<file path="src/rtl/stream_mux_rr_pkg.sv">
// Shared definitions for the round-robin stream multiplexer.
package stream_mux_rr_pkg;

  typedef enum logic {
    MODE_FIXED = 1'b0,
    MODE_RR    = 1'b1
  } mode_e;

  // Ceiling log2, used to size channel-index fields.
  function automatic int unsigned clog2(input int unsigned n);
    int unsigned w;
    w = 0;
    while ((64'd1 << w) < 64'(n)) begin
      w++;
    end
    return w;
  endfunction

endpackage

</file>
<file path="src/rtl/stream_mux_rr_pick.sv">
// Rotating-priority picker: first set request after base, wrapping mod CH.
module rr_pick
  import stream_mux_rr_pkg::*;
#(
  parameter  int unsigned CH = 4,
  localparam int unsigned SW = clog2(CH)
) (
  input  logic [CH-1:0] req,
  input  logic [SW-1:0] base,
  output logic [SW-1:0] gnt_idx,
  output logic          gnt_valid
);

  logic [2*CH-1:0] reqDbl;
  logic [2*CH-1:0] reqRot;
  logic [SW-1:0]   startIdx;
  logic [SW:0]     sumIdx;

  assign reqDbl = {req, req};

  // Search origin is the channel after base; base at or past the last channel wraps to 0.
  always_comb begin
    startIdx = '0;
    if (base < SW'(CH - 1)) begin
      startIdx = base + 1'b1;
    end
  end

  // Doubled vector shifted down by the origin gives the requests in priority order.
  assign reqRot = reqDbl >> startIdx;

  // First set bit of the rotated window, mapped back to an absolute channel index.
  always_comb begin
    gnt_idx   = '0;
    gnt_valid = 1'b0;
    sumIdx    = '0;
    for (int unsigned i = 0; i < CH; i++) begin
      if (!gnt_valid && reqRot[i]) begin
        gnt_valid = 1'b1;
        sumIdx    = {1'b0, startIdx} + (SW+1)'(i);
        if (sumIdx >= (SW+1)'(CH)) begin
          sumIdx = sumIdx - (SW+1)'(CH);
        end
        gnt_idx = sumIdx[SW-1:0];
      end
    end
  end

endmodule

</file>
<file path="src/rtl/stream_mux_rr.sv">
// Registered CH-channel stream multiplexer with fixed-select or round-robin grant.
module stream_mux_rr
  import stream_mux_rr_pkg::*;
#(
  parameter  int unsigned CH = 4,
  parameter  int unsigned DW = 8,
  localparam int unsigned SW = clog2(CH)
) (
  input  logic             clk,
  input  logic             rst,
  input  logic [CH*DW-1:0] in_data,
  input  logic [CH-1:0]    in_valid,
  output logic [CH-1:0]    in_ready,
  input  logic             mode,
  input  logic [SW-1:0]    sel,
  output logic [DW-1:0]    out_data,
  output logic [SW-1:0]    out_ch,
  output logic             out_valid,
  input  logic             out_ready
);

  mode_e         modeSel;
  logic          loadEn;
  logic          fixValid;
  logic          rrValid;
  logic [SW-1:0] rrIdx;
  logic          grantValid;
  logic [SW-1:0] grantIdx;
  logic [SW-1:0] rrPtr;

  assign modeSel = mode_e'(mode);

  // Output stage can take a word when empty or being drained this cycle.
  assign loadEn = !out_valid || out_ready;

  rr_pick #(.CH(CH)) uPick (
    .req       (in_valid),
    .base      (rrPtr),
    .gnt_idx   (rrIdx),
    .gnt_valid (rrValid)
  );

  // Fixed-mode grant: only an in-range select on a valid channel wins.
  always_comb begin
    fixValid = 1'b0;
    if ({1'b0, sel} < (SW+1)'(CH)) begin
      fixValid = in_valid[sel];
    end
  end

  // Grant source follows the current mode.
  always_comb begin
    grantValid = fixValid;
    grantIdx   = sel;
    if (modeSel == MODE_RR) begin
      grantValid = rrValid;
      grantIdx   = rrIdx;
    end
  end

  // One-hot ready to the granted channel; suppressed during reset.
  always_comb begin
    in_ready = '0;
    if (!rst && loadEn && grantValid) begin
      in_ready[grantIdx] = 1'b1;
    end
  end

  // Output register and round-robin origin; both advance only on a transfer.
  always_ff @(posedge clk) begin
    if (rst) begin
      out_valid <= 1'b0;
      out_data  <= '0;
      out_ch    <= '0;
      rrPtr     <= SW'(CH - 1);
    end else if (loadEn) begin
      if (grantValid) begin
        out_valid <= 1'b1;
        out_data  <= in_data[grantIdx*DW +: DW];
        out_ch    <= grantIdx;
        rrPtr     <= grantIdx;
      end else begin
        out_valid <= 1'b0;
      end
    end
  end

endmodule

</file>
<file path="config.mk">
export PLATFORM = sky130hd
export DESIGN_NAME = stream_mux_rr
export DESIGN_NICKNAME = d
export VERILOG_FILES = /design/src/rtl/stream_mux_rr_pkg.sv /design/src/rtl/stream_mux_rr_pick.sv /design/src/rtl/stream_mux_rr.sv
export SDC_FILE = /design/constraint.sdc
export NUM_CORES = 1
export LEC_CHECK = 0
export BUFFER_PORTS_ARGS = -buffer_cell sky130_fd_sc_hd__buf_2
export CAP_MARGIN = 20
export CORE_MARGIN = 2
export CORE_UTILIZATION = 46
export DETAILED_ROUTE_END_ITERATION = 10
export PLACE_DENSITY = 0.84
export SKIP_LAST_GASP = 1
export SYNTH_ARGS = -nofsm -noshare
export SYNTH_HDL_FRONTEND = slang
export SYNTH_HIERARCHICAL = 1
export SYNTH_SLANG_ARGS = --single-unit
</file>
<file path="constraint.sdc">
create_clock -name clk -period 4.2 [get_ports clk]
set_input_delay 0.84 -clock clk [delete_from_list [all_inputs] [get_ports clk]]
set_output_delay 0.84 -clock clk [all_outputs]
set_load 0.02 [all_outputs]
</file>
==> results of run 1 <==
layout make-up:
type / count / area, um2 / share of cell area [%]
Multi-Input combinational cell: 81 / 621 / 50.7
Timing Repair Buffer: 56 / 280 / 22.9
Sequential cell: 13 / 260 / 21.2
Tap cell: 27 / 33.8 / 2.76
Clock buffer: 4 / 26.3 / 2.15
Inverter: 1 / 3.75 / 0.306
registers in the layout, summed over array words and instances, names as in the netlist:
register,cells
out_data,8
out_ch,2
rrPtr,2
out_valid,1
through the flow:
stage,cells,area (um2)
floorplan,100,956
global placement,178,1200
detailed placement,178,1200
CTS,182,1220
global route,182,1220
finish,182,1220
power by group:
| part | leakage, nW | switching, W | internal, W |
|---|---|---|---|
| Clock | 0.0150 | 0.0000367 | 0.0000367 |
| Sequential | 0.108 | 0.00000911 | 0.000140 |
| Combinational | 0.488 | 0.0000971 | 0.0000844 |
| Total | 0.611 | 0.000143 | 0.000261 |
metal layers:
layer	vias to the layer above	global-route usage, %	routed length [um]
met5	-	0	0
met4	0	12.0	45
met3	6	2.73	139
met2	39	35.6	1180
met1	429	20.5	983
li1	483	-	-
critical path: stages (launching register included):
cell and delay, ps:
dfxtp_1 340, ha_1 380, nand2b_1 170, a21oi_1 200
a211oi_2 90, mux2i_2 540, nor3_1 140, buf_2 190
cells by family after synthesis:
logic type               after synthesis  synth area share, %
multiplexers                          32                 37.4
AND/OR/NAND/NOR                       28                 13.5
AO/OA/AOI/OAI                         20                 12.7
flip-flops                            13                 27.2
buffers and inverters                  6                 7.85
adder cells (fa/ha/maj)                1                 1.31
placed cells by master (no fill, tap or decap):
| master | n |
|---|---|
| mux2_4 | 2 |
| nor3_1 | 8 |
| buf_2 | 56 |
| dfxtp_1 | 13 |
| clkbuf_1 | 1 |
| inv_1 | 1 |
| mux2_2 | 9 |
| clkbuf_4 | 3 |
| nor2_1 | 6 |
| mux2i_2 | 1 |
| nor2b_1 | 1 |
| a21oi_1 | 7 |
| mux4_2 | 1 |
| nand2_1 | 10 |
| o22ai_1 | 8 |
| a221oi_1 | 1 |
| a211oi_2 | 1 |
| nand3_2 | 1 |
| nand2b_1 | 2 |
| o21ai_0 | 3 |
| mux2i_1 | 19 |
| ha_1 | 1 |
worst max path at each step:
stage                start           to  cells after the start
6_report          rrPtr[0]  in_ready[3]                      7
5_1_grt           rrPtr[0]  in_ready[3]                      7
4_1_cts           rrPtr[0]  in_ready[3]                      7
3_5_place_dp        sel[0]  in_ready[3]                      6
3_3_place_gp        sel[0]  in_ready[3]                      6
2_1_floorplan  in_valid[1]  in_ready[0]                      7
==> results.sh, run 1 <==
export IMPL_status="completed"
export IMPL_r2r_end="out_data[5]"
export IMPL_nFillCells=184
export IMPL_arrival_ps=2330
export IMPL_first_global_vias=906
export IMPL_yosys_top_cells_count="mux2i_1, dfxtp_1, nand2_1"
export IMPL_synth_area_um2=956
export IMPL_area_growth_pct=28.1
export IMPL_synthArstFlopShare_pct=0
export IMPL_fin_crit_ps=3170
export IMPL_cts_made_buffers=3
export IMPL_synth_edff_count=0
export IMPL_powerDensity_mw_per_mm2=330
export IMPL_clk_pin_slew_ps=70
export IMPL_cp_max_fo=10
export IMPL_synth_top_area_share_pct=27.2
export IMPL_cp_start_kind="flop"
export IMPL_ant_nets=0
export IMPL_worstSetupEndpointType="primary output"
export IMPL_finalHoldViolCount=0
export IMPL_drv_cap=0
export IMPL_cts_sinks=13
export IMPL_htreeDepth=1
export IMPL_antenna_found_initial=0
export IMPL_clock_path_buffers=2
export IMPL_max_slew_worst_pin_slew_ps=646
export IMPL_fp_dieH_um=49.6
export IMPL_gp_congestion=0.747
export IMPL_root_buffer="clkbuf_4"
export IMPL_vias=957
export IMPL_fin_nets=199
export IMPL_grt_usage_pct=19.4
export IMPL_antennaDiodeCount=0
export IMPL_fin_setup_tns_ps=0
export IMPL_core_area_mm2=0.00196
export IMPL_vias_per_cell=5.26
export IMPL_grt_ovfl_total=0
export IMPL_synth_seq_area_share_pct=27.2
export IMPL_hold_path_class="reg -> reg"
export IMPL_synth_seq_cells=13
export IMPL_pre_cts_ws_ps=1110
export IMPL_port_buffers=56
export IMPL_post_drt_wl_per_cell_um=12.9
export IMPL_path_class="reg -> out"
export IMPL_setup_ws_ps=1030
export IMPL_setup_viol=0
export IMPL_syn_nets=143
export IMPL_ys_flop_type="dfxtp_1"
export IMPL_vdd_ir_drop_max_v=0.000213
export IMPL_dieArea_mm2=0.00246
export IMPL_layout_drive_gt1_share_pct=47.7
export IMPL_grt_pass1_wl_um=3650
export IMPL_synth_top_area_cell="dfxtp_1"
export IMPL_max_freq_mhz=315
export IMPL_worstSkewPairLatency_ps=270
export IMPL_avgSynthCellArea_um2=9.56
export IMPL_holdBufCountCts=0
export IMPL_post_cts_setup_buffers=0
export IMPL_num_rows=16
export IMPL_post_route_util_pct=62.4
export IMPL_drc_errors=0
export IMPL_r2r_start="rrPtr[0]"
export IMPL_grt_max_degree=18
export IMPL_hold_end="out_data[7]"
export IMPL_syn_inst=100
export IMPL_start_util_pct=48.7
export IMPL_final_period_utilization_pct=75.6
export IMPL_synth_area_leaders="dfxtp_1, mux2i_1, mux2_2"
export IMPL_synth_most_common_cell="mux2i_1"
export IMPL_synthDistinctLibCells=22
export IMPL_ff2ff_path_depth=7
export IMPL_yosysWarnings=6
export IMPL_firstDrtPassIters=5
export IMPL_reg2reg_setup_slack_ps=1790
export IMPL_ios=57
export IMPL_dr_first_iter_drc_count=22
export IMPL_final_setup_skew_ps=2.61
export IMPL_die_x_um=49.6
export IMPL_rsz0062_at_grt="false"
export IMPL_cts_tree="yes"
export IMPL_wl_um=2350
export IMPL_relSlewSlack_pct=56.1
export IMPL_min_from="out_data[7]"
export IMPL_dpl_hpwl_um=1880
export IMPL_critPathRequiredTime_ps=3360
export IMPL_report_final_slew_viol_count=0
export IMPL_hold_depth=2
export IMPL_holdWs_ps=475
export IMPL_power_w=0.000404
export IMPL_leakage_nw=0.611
export IMPL_cts_resized=0
No activity file was read; power rests on OpenSTA's default activity.
==> run 2: changes to the inputs <==
ABC_AREA = 1   (was default)
CORE_UTILIZATION = 47   (was 46)
PLACE_DENSITY = 0.8   (was 0.84)
clock period = 3 ns   (was 4.2 ns; I/O delays follow)
==> run 2 against run 1 <==
  * Clock-buffer cell count is the same
  * Global-route usage grew 1.6 points
  * Sequential cell count is the same
  * Non-clock buffer count grew 14
  * Critical endpoint is now in_ready[2]
  * Clock skew grew 1.3 ps
  * Clock power grew 46%
  * Synthesized area grew 35%
  * Cell count grew 87%
  * Register-to-register slack lost 1100 ps
==> results.sh, run 2 <==
export IMPL_status="completed"
export IMPL_path_class="reg -> out"
export IMPL_critPathRequiredTime_ps=2400
export IMPL_vias=1650
export IMPL_hold_depth=2
export IMPL_synth_top_area_share_pct=36.7
export IMPL_powerDensity_mw_per_mm2=632
export IMPL_seq_area_um2=260
export IMPL_nFillCells=248
export IMPL_final_cell_mix="nand2_1, buf_2, inv_1"
export IMPL_final_period_utilization_pct=96.6
export IMPL_ys_flop_type="dfxtp_1"
export IMPL_ios=57
export IMPL_synthArstFlopShare_pct=0
export IMPL_grt_pass1_wl_um=5530
export IMPL_arrival_ps=2300
export IMPL_r2r_start="rrPtr[0]"
export IMPL_cp_max_fo=10
export IMPL_finalHoldViolCount=0
export IMPL_avgSynthCellArea_um2=5.33
export IMPL_clock_path_buffers=2
export IMPL_vias_per_cell=4.85
export IMPL_setup_viol=0
export IMPL_holdBufCountCts=0
export IMPL_report_final_slew_viol_count=0
export IMPL_dr_first_iter_drc_count=68
export IMPL_final_setup_skew_ps=3.92
export IMPL_grt_max_degree=22
export IMPL_drc_errors=0
export IMPL_cts_tree="yes"
export IMPL_design_area_mm2=0.00174
export IMPL_root_buffer="clkbuf_4"
export IMPL_crit_start="rrPtr[0]"
export IMPL_dieArea_mm2=0.00318
export IMPL_start_util_pct=50.6
export IMPL_synth_top_area_cell="nand2_1"
export IMPL_fp_dieH_um=56.4
export IMPL_synth_edff_count=0
export IMPL_clk_pin_slew_ps=80
export IMPL_first_global_vias=1285
export IMPL_drv_cap=0
export IMPL_min_from="out_ch[1]"
export IMPL_hold_end="out_ch[1]"
export IMPL_cpMaxStageDelayCell="dfxtp_1"
export IMPL_relSlewSlack_pct=58.1
export IMPL_synthDistinctLibCells=19
export IMPL_synth_seq_cells=13
export IMPL_synth_area_mm2=0.00129
export IMPL_htreeDepth=1
export IMPL_r2r_end="out_data[4]"
export IMPL_worstSetupEndpointType="primary output"
export IMPL_synth_most_common_cell="nand2_1"
export IMPL_yosys_top_cells_count="nand2_1, inv_1, nor2_1"
export IMPL_yosysWarnings=6
export IMPL_ant_nets=0
export IMPL_fin_nets=354
export IMPL_syn_inst=242
export IMPL_slowest_delay_ps=380
export IMPL_hold_path_class="reg -> reg"
export IMPL_gp_congestion=0.849
export IMPL_grt_usage_pct=20.9
export IMPL_die_x_um=56.4
export IMPL_fin_crit_ps=2900
export IMPL_cp_start_kind="flop"
export IMPL_port_buffers=56
export IMPL_rsz0062_at_grt="true"
export IMPL_cts_made_buffers=3
export IMPL_largest_register_ffs=8
export IMPL_max_freq_mhz=345
export IMPL_cts_sinks=13
export IMPL_multi_input_area_um2=903
export IMPL_dpl_hpwl_um=2510
export IMPL_placedInstanceArea_mm2=0.00155
export IMPL_max_slew_worst_pin_slew_ps=626
export IMPL_power_w=0.00110
export IMPL_reg_top3="out_data: 8 flops, out_ch: 2 flops, rrPtr: 2 flops"
export IMPL_layout_commonest_cell="nand2_1"
export IMPL_antennaDiodeCount=0
export IMPL_antenna_found_initial=0
export IMPL_crit_chain="ha_4, inv_1, nand2_4, nand2_2, nand2_1, nand2_1, nand2_2, nor2_4, nand4_1, nand2_1, nand3_2, nand3_1, nor3_2, buf_2"
export IMPL_num_rows=18
export IMPL_synth_seq_area_share_pct=20.2
export IMPL_leakage_nw=1.09
export IMPL_worstSkewPairLatency_ps=270
export IMPL_core_area_mm2=0.00254
export IMPL_vdd_ir_drop_max_v=0.000443
export IMPL_grt_ovfl_total=0
export IMPL_ff2ff_path_depth=14
export IMPL_post_drt_wl_per_cell_um=10.6
export IMPL_layout_drive_gt1_share_pct=31.3
export IMPL_firstDrtPassIters=5
export IMPL_area_growth_pct=35.1
export IMPL_crit_top_cell="nand2_1"
export IMPL_syn_nets=285
export IMPL_wl_um=3590
export IMPL_reg2reg_setup_slack_ps=690
export IMPL_largest_register="out_data"
export IMPL_synth_area_leaders="nand2_1, dfxtp_1, inv_1"
[run 2: changes by cell type after synthesis, sizes merged, moves of 2 or more]
cell / change
nand2: +125
inv: +28
mux2i: -20
nand3: +20
nor2: +17
mux2: -11
o22ai: -8
nand4: +4
nor3: -4
a21oi: -3
clkbuf: +3
o21ai: -3
nand2b: -2
[run 2: cells by family after synthesis]
logic type,count (synthesis),synth area share (%)
AO/OA/AOI/OAI,4,1.55
XOR/XNOR,1,0.680
adder cells (fa/ha/maj),1,0.971
buffers and inverters,36,14.1
flip-flops,13,20.2
AND/OR/NAND/NOR,187,62.5
[run 2: critical path, delay by kind of cell, from the launching register on]
family,cells,cell delay (ps)
buffers and inverters,2,260
DFF,1,380
adders and majority gates,1,180
and+or+nand+nor,11,1180
[run 2: repair_timing]
action | in CTS | in global routing
setup buffers | 1 | 11
hold endpoints to repair | 0 | 0
resized for setup | 3 | 14
gates cloned | 0 | 1
endpoints found under the setup margin | 3 | 4
pin swaps | 0 | 4
[run 2: power breakdown]
part	switching [W]	total, W	internal (W)
combinational	0.000469	0.000765	0.000295
sequential	0.0000199	0.000229	0.000209
clock	0.0000554	0.000107	0.0000515
total	0.000545	0.00110	0.000556
[run 2: final cells by class]
class / instances / area share, %
Tap cell: 30 / 2.16
Sequential cell: 13 / 14.9
Clock buffer: 4 / 1.51
Inverter: 29 / 6.54
Timing Repair Buffer: 70 / 23.0
Multi-Input combinational cell: 194 / 51.9
[run 2: through the flow]
| stage | setup slack, ps | utilization, % | hold WS, ps | cells | setup TNS (ps) |
|---|---|---|---|---|---|
| floorplan | 139 | - | 433 | 242 | 0 |
| global placement | 268 | 60.9 | 449 | 323 | 0 |
| detailed placement | 195 | 60.9 | 452 | 323 | 0 |
| CTS | 9.22 | 62.5 | 465 | 328 | 0 |
| global route | -98.1 | 68.4 | 488 | 340 | -258 |
| finish | 101 | 68.4 | 468 | 340 | 0 |
[run 2: worst max-delay path by stage]
stage	end	slack, ps	depth (start not counted)
2_1_floorplan	in_ready[0]	140	12
3_3_place_gp	in_ready[3]	270	15
3_5_place_dp	in_ready[0]	190	12
4_1_cts	in_ready[3]	9	15
5_1_grt	in_ready[3]	-100	14
6_report	in_ready[2]	100	14
[run 2: routing by layer]
metal  GRT usage, %  wire length, um
met5              0                0
met4           7.48               23
met3           1.15              275
met2           31.3             1650
met1           31.5             1640
